$ cat config.mk
export PLATFORM = sky130hd
export DESIGN_NAME = wptr_full_ctrl
export DESIGN_NICKNAME = d
export VERILOG_FILES = /design/src/rtl/fifo_pkg.sv /design/src/rtl/gray_ptr_sync.sv /design/src/rtl/wptr_full_ctrl.sv
export SDC_FILE = /design/constraint.sdc
export NUM_CORES = 1
export LEC_CHECK = 0
export BUFFER_PORTS_ARGS = -buffer_cell sky130_fd_sc_hd__buf_2
export CAP_MARGIN = 10
export CORE_MARGIN = 10
export CORE_UTILIZATION = 57
export DETAILED_ROUTE_END_ITERATION = 12
export PLACE_DENSITY_LB_ADDON = 0.05
export SYNTH_ARGS = -nofsm -noshare
export SYNTH_HDL_FRONTEND = slang
export SYNTH_HIERARCHICAL = 1
export SYNTH_SLANG_ARGS = --single-unit
export TNS_END_PERCENT = 1
$ cat constraint.sdc
create_clock -name wclk -period 8.88 [get_ports wclk]
set_clock_uncertainty 0.15 [all_clocks]
set_input_delay 0.888 -clock wclk [delete_from_list [all_inputs] [get_ports wclk]]
set_output_delay 0.888 -clock wclk [all_outputs]
set_load 0.1 [all_outputs]
$ cat src/rtl/fifo_pkg.sv
// Shared async-FIFO definitions: Gray conversions and the full-compare helper.
// Functions work on zero-extended 32-bit words so they serve any pointer width.
package fifo_pkg;

   localparam int unsigned ADDR_W_DEFAULT = 8;
   localparam int unsigned PTR_MAX_W      = 32;

   typedef logic [PTR_MAX_W-1:0] ptr_word_t;

   function automatic ptr_word_t bin2gray(input ptr_word_t b);
      return b ^ (b >> 1);
   endfunction

   // Prefix XOR from the MSB down; leading zeros of a narrow pointer pass through.
   function automatic ptr_word_t gray2bin(input ptr_word_t g);
      ptr_word_t b;
      b[PTR_MAX_W-1] = g[PTR_MAX_W-1];
      for (int i = PTR_MAX_W - 2; i >= 0; i--) begin
         b[i] = b[i+1] ^ g[i];
      end
      return b;
   endfunction

   // Gray image of (ptr + depth): top two bits of a width-w Gray pointer inverted.
   function automatic ptr_word_t full_cmp(input ptr_word_t g, input int unsigned w);
      return g ^ (ptr_word_t'(3) << (w - 2));
   endfunction

endpackage

$ cat src/rtl/gray_ptr_sync.sv
// Multi-flop synchronizer for a Gray-coded pointer crossing clock domains.
module gray_ptr_sync #(
   parameter int unsigned WIDTH  = 9,
   parameter int unsigned STAGES = 2
) (
   input  logic             clk_i,
   input  logic             rst_i,
   input  logic [WIDTH-1:0] d_i,
   output logic [WIDTH-1:0] q_o
);

   logic [WIDTH-1:0] sync_q [STAGES];
   logic [WIDTH-1:0] sync_d [STAGES];

   always_comb begin
      sync_d[0] = d_i;
      for (int i = 1; i < STAGES; i++) begin
         sync_d[i] = sync_q[i-1];
      end
   end

   always_ff @(posedge clk_i or posedge rst_i) begin
      if (rst_i) begin
         for (int i = 0; i < STAGES; i++) begin
            sync_q[i] <= '0;
         end
      end else begin
         sync_q <= sync_d;
      end
   end

   assign q_o = sync_q[STAGES-1];

endmodule

$ cat src/rtl/wptr_full_ctrl.sv
// Write-side pointer and full/level/overflow controller of the async FIFO.
module wptr_full_ctrl
   import fifo_pkg::*;
#(
   parameter int unsigned ADDR_W       = ADDR_W_DEFAULT,
   parameter int unsigned SYNC_STAGES  = 2,
   parameter int unsigned AFULL_THRESH = 240
) (
   input  logic              wclk,
   input  logic              wrst,
   input  logic              wen,
   input  logic              ovf_clr,
   input  logic [ADDR_W:0]   rptr_gray,
   output logic              wr_accept,
   output logic [ADDR_W-1:0] waddr,
   output logic [ADDR_W:0]   wptr_bin,
   output logic [ADDR_W:0]   wptr_gray,
   output logic              full,
   output logic              almost_full,
   output logic [ADDR_W:0]   wlevel,
   output logic              overflow
);

   localparam int unsigned         PTR_W     = ADDR_W + 1;
   localparam logic [PTR_W-1:0]    AFULL_LVL = PTR_W'(AFULL_THRESH);

   logic [PTR_W-1:0] wptr_bin_q, wptr_bin_d;
   logic [PTR_W-1:0] wptr_gray_q, wptr_gray_d;
   logic [PTR_W-1:0] wlevel_q, wlevel_d;
   logic [PTR_W-1:0] rq_sync, rbin_sync;
   logic             full_q, full_d;
   logic             afull_q, afull_d;
   logic             ovf_q, ovf_d;

   gray_ptr_sync #(
      .WIDTH  (PTR_W),
      .STAGES (SYNC_STAGES)
   ) u_rptr_sync (
      .clk_i (wclk),
      .rst_i (wrst),
      .d_i   (rptr_gray),
      .q_o   (rq_sync)
   );

   assign wr_accept = wen & ~full_q;

   // Flags are computed from the next pointer so they track the write at the same edge.
   always_comb begin
      wptr_bin_d  = wptr_bin_q + {{ADDR_W{1'b0}}, wr_accept};
      wptr_gray_d = PTR_W'(bin2gray(ptr_word_t'(wptr_bin_d)));
      rbin_sync   = PTR_W'(gray2bin(ptr_word_t'(rq_sync)));
      wlevel_d    = wptr_bin_d - rbin_sync;
      full_d      = (wptr_gray_d == PTR_W'(full_cmp(ptr_word_t'(rq_sync), PTR_W)));
      afull_d     = (wlevel_d >= AFULL_LVL);
      ovf_d       = (wen & full_q) | (ovf_q & ~ovf_clr);
   end

   always_ff @(posedge wclk or posedge wrst) begin
      if (wrst) begin
         wptr_bin_q  <= '0;
         wptr_gray_q <= '0;
         wlevel_q    <= '0;
         full_q      <= 1'b0;
         afull_q     <= 1'b0;
         ovf_q       <= 1'b0;
      end else begin
         wptr_bin_q  <= wptr_bin_d;
         wptr_gray_q <= wptr_gray_d;
         wlevel_q    <= wlevel_d;
         full_q      <= full_d;
         afull_q     <= afull_d;
         ovf_q       <= ovf_d;
      end
   end

   assign waddr       = wptr_bin_q[ADDR_W-1:0];
   assign wptr_bin    = wptr_bin_q;
   assign wptr_gray   = wptr_gray_q;
   assign full        = full_q;
   assign almost_full = afull_q;
   assign wlevel      = wlevel_q;
   assign overflow    = ovf_q;

endmodule

* After elaboration in Yosys (flattened, before gate mapping)
Cells that the tools add are included.
Storage, ports and cells: input bits 13, register bits 48, logic and storage cells 28, output and inout port bits 39
Cells by class: add/subtract/negate cells 2, equal/unequal tests 1, bitwise logic cells 16, magnitude comparators 1
Operators with widths (count):
- $add 9x1->9 | 1
- $eq 9x9->1 | 1
- $ge 9x8->1 const B | 1
- $sub 9x9->9 | 1
- $xor 9x8->9 | 1
- $xor 1x1->1 | 8
- $and 1x1->1 | 3
- $not 1->1 | 2
- $not 2->2 | 1
- $or 1x1->1 | 1

* Logic depth before layout (Yosys ltp)
word-level depth 10, depth in mapped cells 15, gate-level depth less buffers 15

* Cells and area by module
The synthesis kept the hierarchy.
By module, submodules not included:
- wptr_full_ctrl | seq. area each 725.7 um^2, area each 1749.2 um^2, times used 1, cells an instance 164
- gray_ptr_sync | seq. area each 450.4 um^2, area each 454.2 um^2, times used 1, cells an instance 19

* Worst setup path after synthesis
No wires, ideal clock.
kind register to register, from reg full_q (netlist: full), to reg afull_q (netlist: almost_full), arrival 4.856 ns, stages on the path, launching flop included 13, library setup time 0.133 ns, period minus slack after synthesis 5.138 ns, path slack 3.742 ns, cell sequence dfrtp_1 > nor2b_1 > ha_1 > ha_1 > clkbuf_1 > xor2_1 > ha_1 > nor2b_1 > o31a_1 > o31a_1 > o21ai_0 > a21o_1 > o211ai_1
Between the ends: word-level cells in the longest chain between the ends 5
RTL lines:
- from (decl) | line wptr_full_ctrl.sv:31 | logic full_q, full_d;
- from (signal assigned) | line wptr_full_ctrl.sv:70 | full_q <= full_d;
- $not 1->1 | line wptr_full_ctrl.sv:45 | assign wr_accept = wen & ~full_q;
- $and 1x1->1 | line wptr_full_ctrl.sv:45
- via wr_accept | line wptr_full_ctrl.sv:14 | output logic wr_accept,
- $add 9x1->9 | line wptr_full_ctrl.sv:49 | wptr_bin_d = wptr_bin_q + {{ADDR_W{1'b0}}, wr_accept};
- via wptr_bin_d[2] | line wptr_full_ctrl.sv:27 | logic [PTR_W-1:0] wptr_bin_q, wptr_bin_d;
- $sub 9x9->9 | line wptr_full_ctrl.sv:52 | wlevel_d = wptr_bin_d - rbin_sync;
- $ge 9x8->1 | line wptr_full_ctrl.sv:54 | afull_d = (wlevel_d >= AFULL_LVL);
- via afull_d | line wptr_full_ctrl.sv:32 | logic afull_q, afull_d;
- to (signal assigned) | line wptr_full_ctrl.sv:71 | afull_q <= afull_d;
- to (decl) | line wptr_full_ctrl.sv:32
The timed path passes the listed nets, and every way through them passes these cells.

* Worst setup path after layout
from reg u_rptr_sync.sync_q, in the netlist u_rptr_sync/q_o[8], to reg afull_q (netlist: almost_full)
Between the ends: word-level cells in the longest chain between the ends 10
RTL lines:
- from (decl) | line gray_ptr_sync.sv:12 | logic [WIDTH-1:0] sync_q [STAGES];
- from (signal assigned) | line gray_ptr_sync.sv:28 | sync_q <= sync_d;
- $xor 1x1->1 (*) (2 in series) | line fifo_pkg.sv:19 | b[i] = b[i+1] ^ g[i];
- $xor 1x1->1 (6 in series) | line fifo_pkg.sv:19
- $sub 9x9->9 (*) | line wptr_full_ctrl.sv:52
- via wlevel_d[6] | line wptr_full_ctrl.sv:29 | logic [PTR_W-1:0] wlevel_q, wlevel_d;
- $ge 9x8->1 (*) | line wptr_full_ctrl.sv:54
- via afull_d | line wptr_full_ctrl.sv:32
Mark *: on every way through the listed nets, which the timed path passes. The rest lies on a longest branch.

==> results_dict.tcl <==
set metrics [dict create \
    nets 254 \
    worst_pin_slew_ns 0.637 \
    yosys-top-cells-count "dfrtp_1, inv_1, xor2_1" \
    dpl_cell_area_mm2 0.00244 \
    hold_viol 0 \
    yosysSeqAreaShare_pct 53.4 \
    postSynthRegisterBits 47 \
    netlist_area_mm2 0.00220 \
    finalSetupTns_ns 0 \
    ys_types 36 \
    grt_pass1_vias 1500 \
    dieHeight_um 82.2 \
    synth_top_area_share_pct 53.4 \
    dieArea_mm2 0.00675 \
    cts_resized 0 \
    start_kind "flip-flop" \
    drt_iter0_drc 44 \
    die_x_um 82.2 \
    hold_depth 0 \
    insertedDiodeCount 0 \
    syn_inst 183 \
    clock.fmax_ghz 0.267 \
    final_layout_size_suffix_gt1_share_pct 29.4 \
    cts.reportedPaths.clkPinSlew_ns 0.08 \
    synth.most_common_cell "dfrtp_1" \
    layout_min_cycle_time_ns 3.75 \
    cts_setup_buffers 0 \
    clock_sinks 47 \
    drv_slew 0 \
    cts_buffer_depth 2 \
    coreArea_mm2 0.00369 \
    antenna_found_initial 0 \
    synth_edf_count 0 \
    yosys.area.top_type "dfrtp_1" \
    max-cap-violations 0 \
    run_status "finished, final reports clean" \
    setup_viol_count_final 0 \
    async_flop_share_pct 100 \
    hold_class "reg -> reg" \
    cts_root_buf "clkbuf_8" \
    vias 1391 \
    grt-ovfl-total 0 \
    post_drt_wl_per_cell_um 14.9 \
    insertion_delay_ns 0.29 \
    synth_area_leaders "dfrtp_1, xor2_1, ha_1" \
    worstPathArrival_ns 3.81 \
    gp_congestion 0.766 \
    rsz0062_at_grt "no" \
    io_pins 52 \
    ant_nets 0 \
    drc 0 \
    crit_path_end_kind "flip-flop" \
    fillers 283 \
    grt_max_degree 30 \
    crit_required_ns 8.94 \
    cts_tree "done" \
    syn_to_final_growth_pct 17.3 \
    synth_warnings 6 \
    row_count 22 \
    vias_per_cell 4.99 \
    grt_pass1_wl_mm 7.02 \
    whs_ns 0.203 \
    worst-r2r-cell-count 15 \
    cts_buffers 5 \
    rrSetupSlack_ns 5.13 \
    critPathMaxFanout 3 \
    dp_hpwl_mm 3.28 \
    yosys_most_used_dff "dfrtp_1" \
    portBuffers 51 \
    grt_usage_pct 13.6 \
    syn_area_per_cell_um2 12.0 \
    fin_area_mm2 0.00258 \
    finalCritPeriodShare_pct 42.2 \
    relSlewSlack_pct 57.5 \
    first_pass_iters 4 \
    htreeDepth 2 \
    routed_wl_mm 4.17 \
    criticalPathCategory "reg -> reg" \
    synth_nets 207 \
    start_util_pct 59.7 \
    cts_hold_buf 0 \
]
[sequential cells by signal, summed over array words and instances (netlist names)]
| name | count |
|---|---|
| u_rptr_sync/q_o | 9 |
| overflow | 1 |
| u_rptr_sync/sync_d | 9 |
| full | 1 |
| almost_full | 1 |
| wlevel | 9 |
| wptr_gray | 8 |
| wptr_bin | 9 |
[per-layer routing]
| metal | global-route usage [%] | wire length (um) | up-vias |
|---|---|---|---|
| met5 | 0 | 0 | - |
| met4 | 5.44 | 33 | 0 |
| met3 | 4.86 | 365 | 4 |
| met2 | 22.5 | 2040 | 48 |
| met1 | 15.8 | 1720 | 660 |
| li1 | - | - | 679 |
[layout by cell type (no fill, tap or decap), drive strengths merged, types with 7 or more instances in the layout]
| cell | synthesis | final |
|---|---|---|
| o21ai | 7 | 7 |
| ha | 10 | 10 |
| inv | 18 | 18 |
| xor2 | 17 | 17 |
| dfrtp | 47 | 47 |
| xnor2 | 16 | 16 |
| buf | 9 | 52 |
| nor2 | 7 | 7 |
[per-stage QoR]
step | worst slack, ns | utilization [%] | std cells
finish | 5.13 | 70.1 | 279
floorplan | 3.74 | - | 183
detailed placement | 4.89 | 66.1 | 270
global placement | 5.02 | 66.1 | 270
CTS | 5.09 | 69.3 | 278
global route | 4.83 | 70.1 | 279
[final cells by class]
| class | count | area, um2 | area share, % |
|---|---|---|---|
| multi-input combinational | 106 | 881 | 34.1 |
| clock inverter | 2 | 35.0 | 1.36 |
| clock buffer | 6 | 82.6 | 3.19 |
| sequential | 47 | 1180 | 45.5 |
| tap | 48 | 60.1 | 2.32 |
| timing repair buffer | 52 | 283 | 10.9 |
| inverter | 18 | 67.6 | 2.61 |
[critical path, stage by stage (launching register included)]
cell and delay, ns:
dfrtp_1 0.40, xnor3_2 0.48, xor2_2 0.18, xnor2_2 0.20, xnor3_2 0.32, xnor2_2 0.21
inv_2 0.08, xnor2_2 0.13, ha_1 0.21, fa_1 0.41, nor2b_1 0.16, o31a_1 0.17
o21ai_0 0.09, a21oi_1 0.18, nand4b_1 0.12, o211ai_1 0.18
[cell families after synthesis]
group | share of synthesized area, %
XOR/XNOR | 17.7
AO/OA/AOI/OAI | 6.13
adder cells (fa/ha/maj) | 6.59
flip-flops | 53.4
AND/OR/NAND/NOR | 8.12
buffers and inverters | 6.64
multiplexers | 1.42
[final timing paths]
check | from | endpoint
setup / recovery | u_rptr_sync/q_o[8]$_DFF_PP0_ | almost_full$_DFF_PP0_
hold / removal | u_rptr_sync/sync_d[4]$_DFF_PP0_ | u_rptr_sync/q_o[4]$_DFF_PP0_
setup reg to reg | u_rptr_sync/q_o[8]$_DFF_PP0_ | almost_full$_DFF_PP0_
hold reg to reg | u_rptr_sync/sync_d[4]$_DFF_PP0_ | u_rptr_sync/q_o[4]$_DFF_PP0_
max in group asynchronous | wrst | u_rptr_sync/q_o[8]$_DFF_PP0_
min in group asynchronous | wrst | wptr_gray[1]$_DFF_PP0_
Power is not shown: default switching activity piles up to over one toggle a cycle in this logic, so the estimate is an artifact.
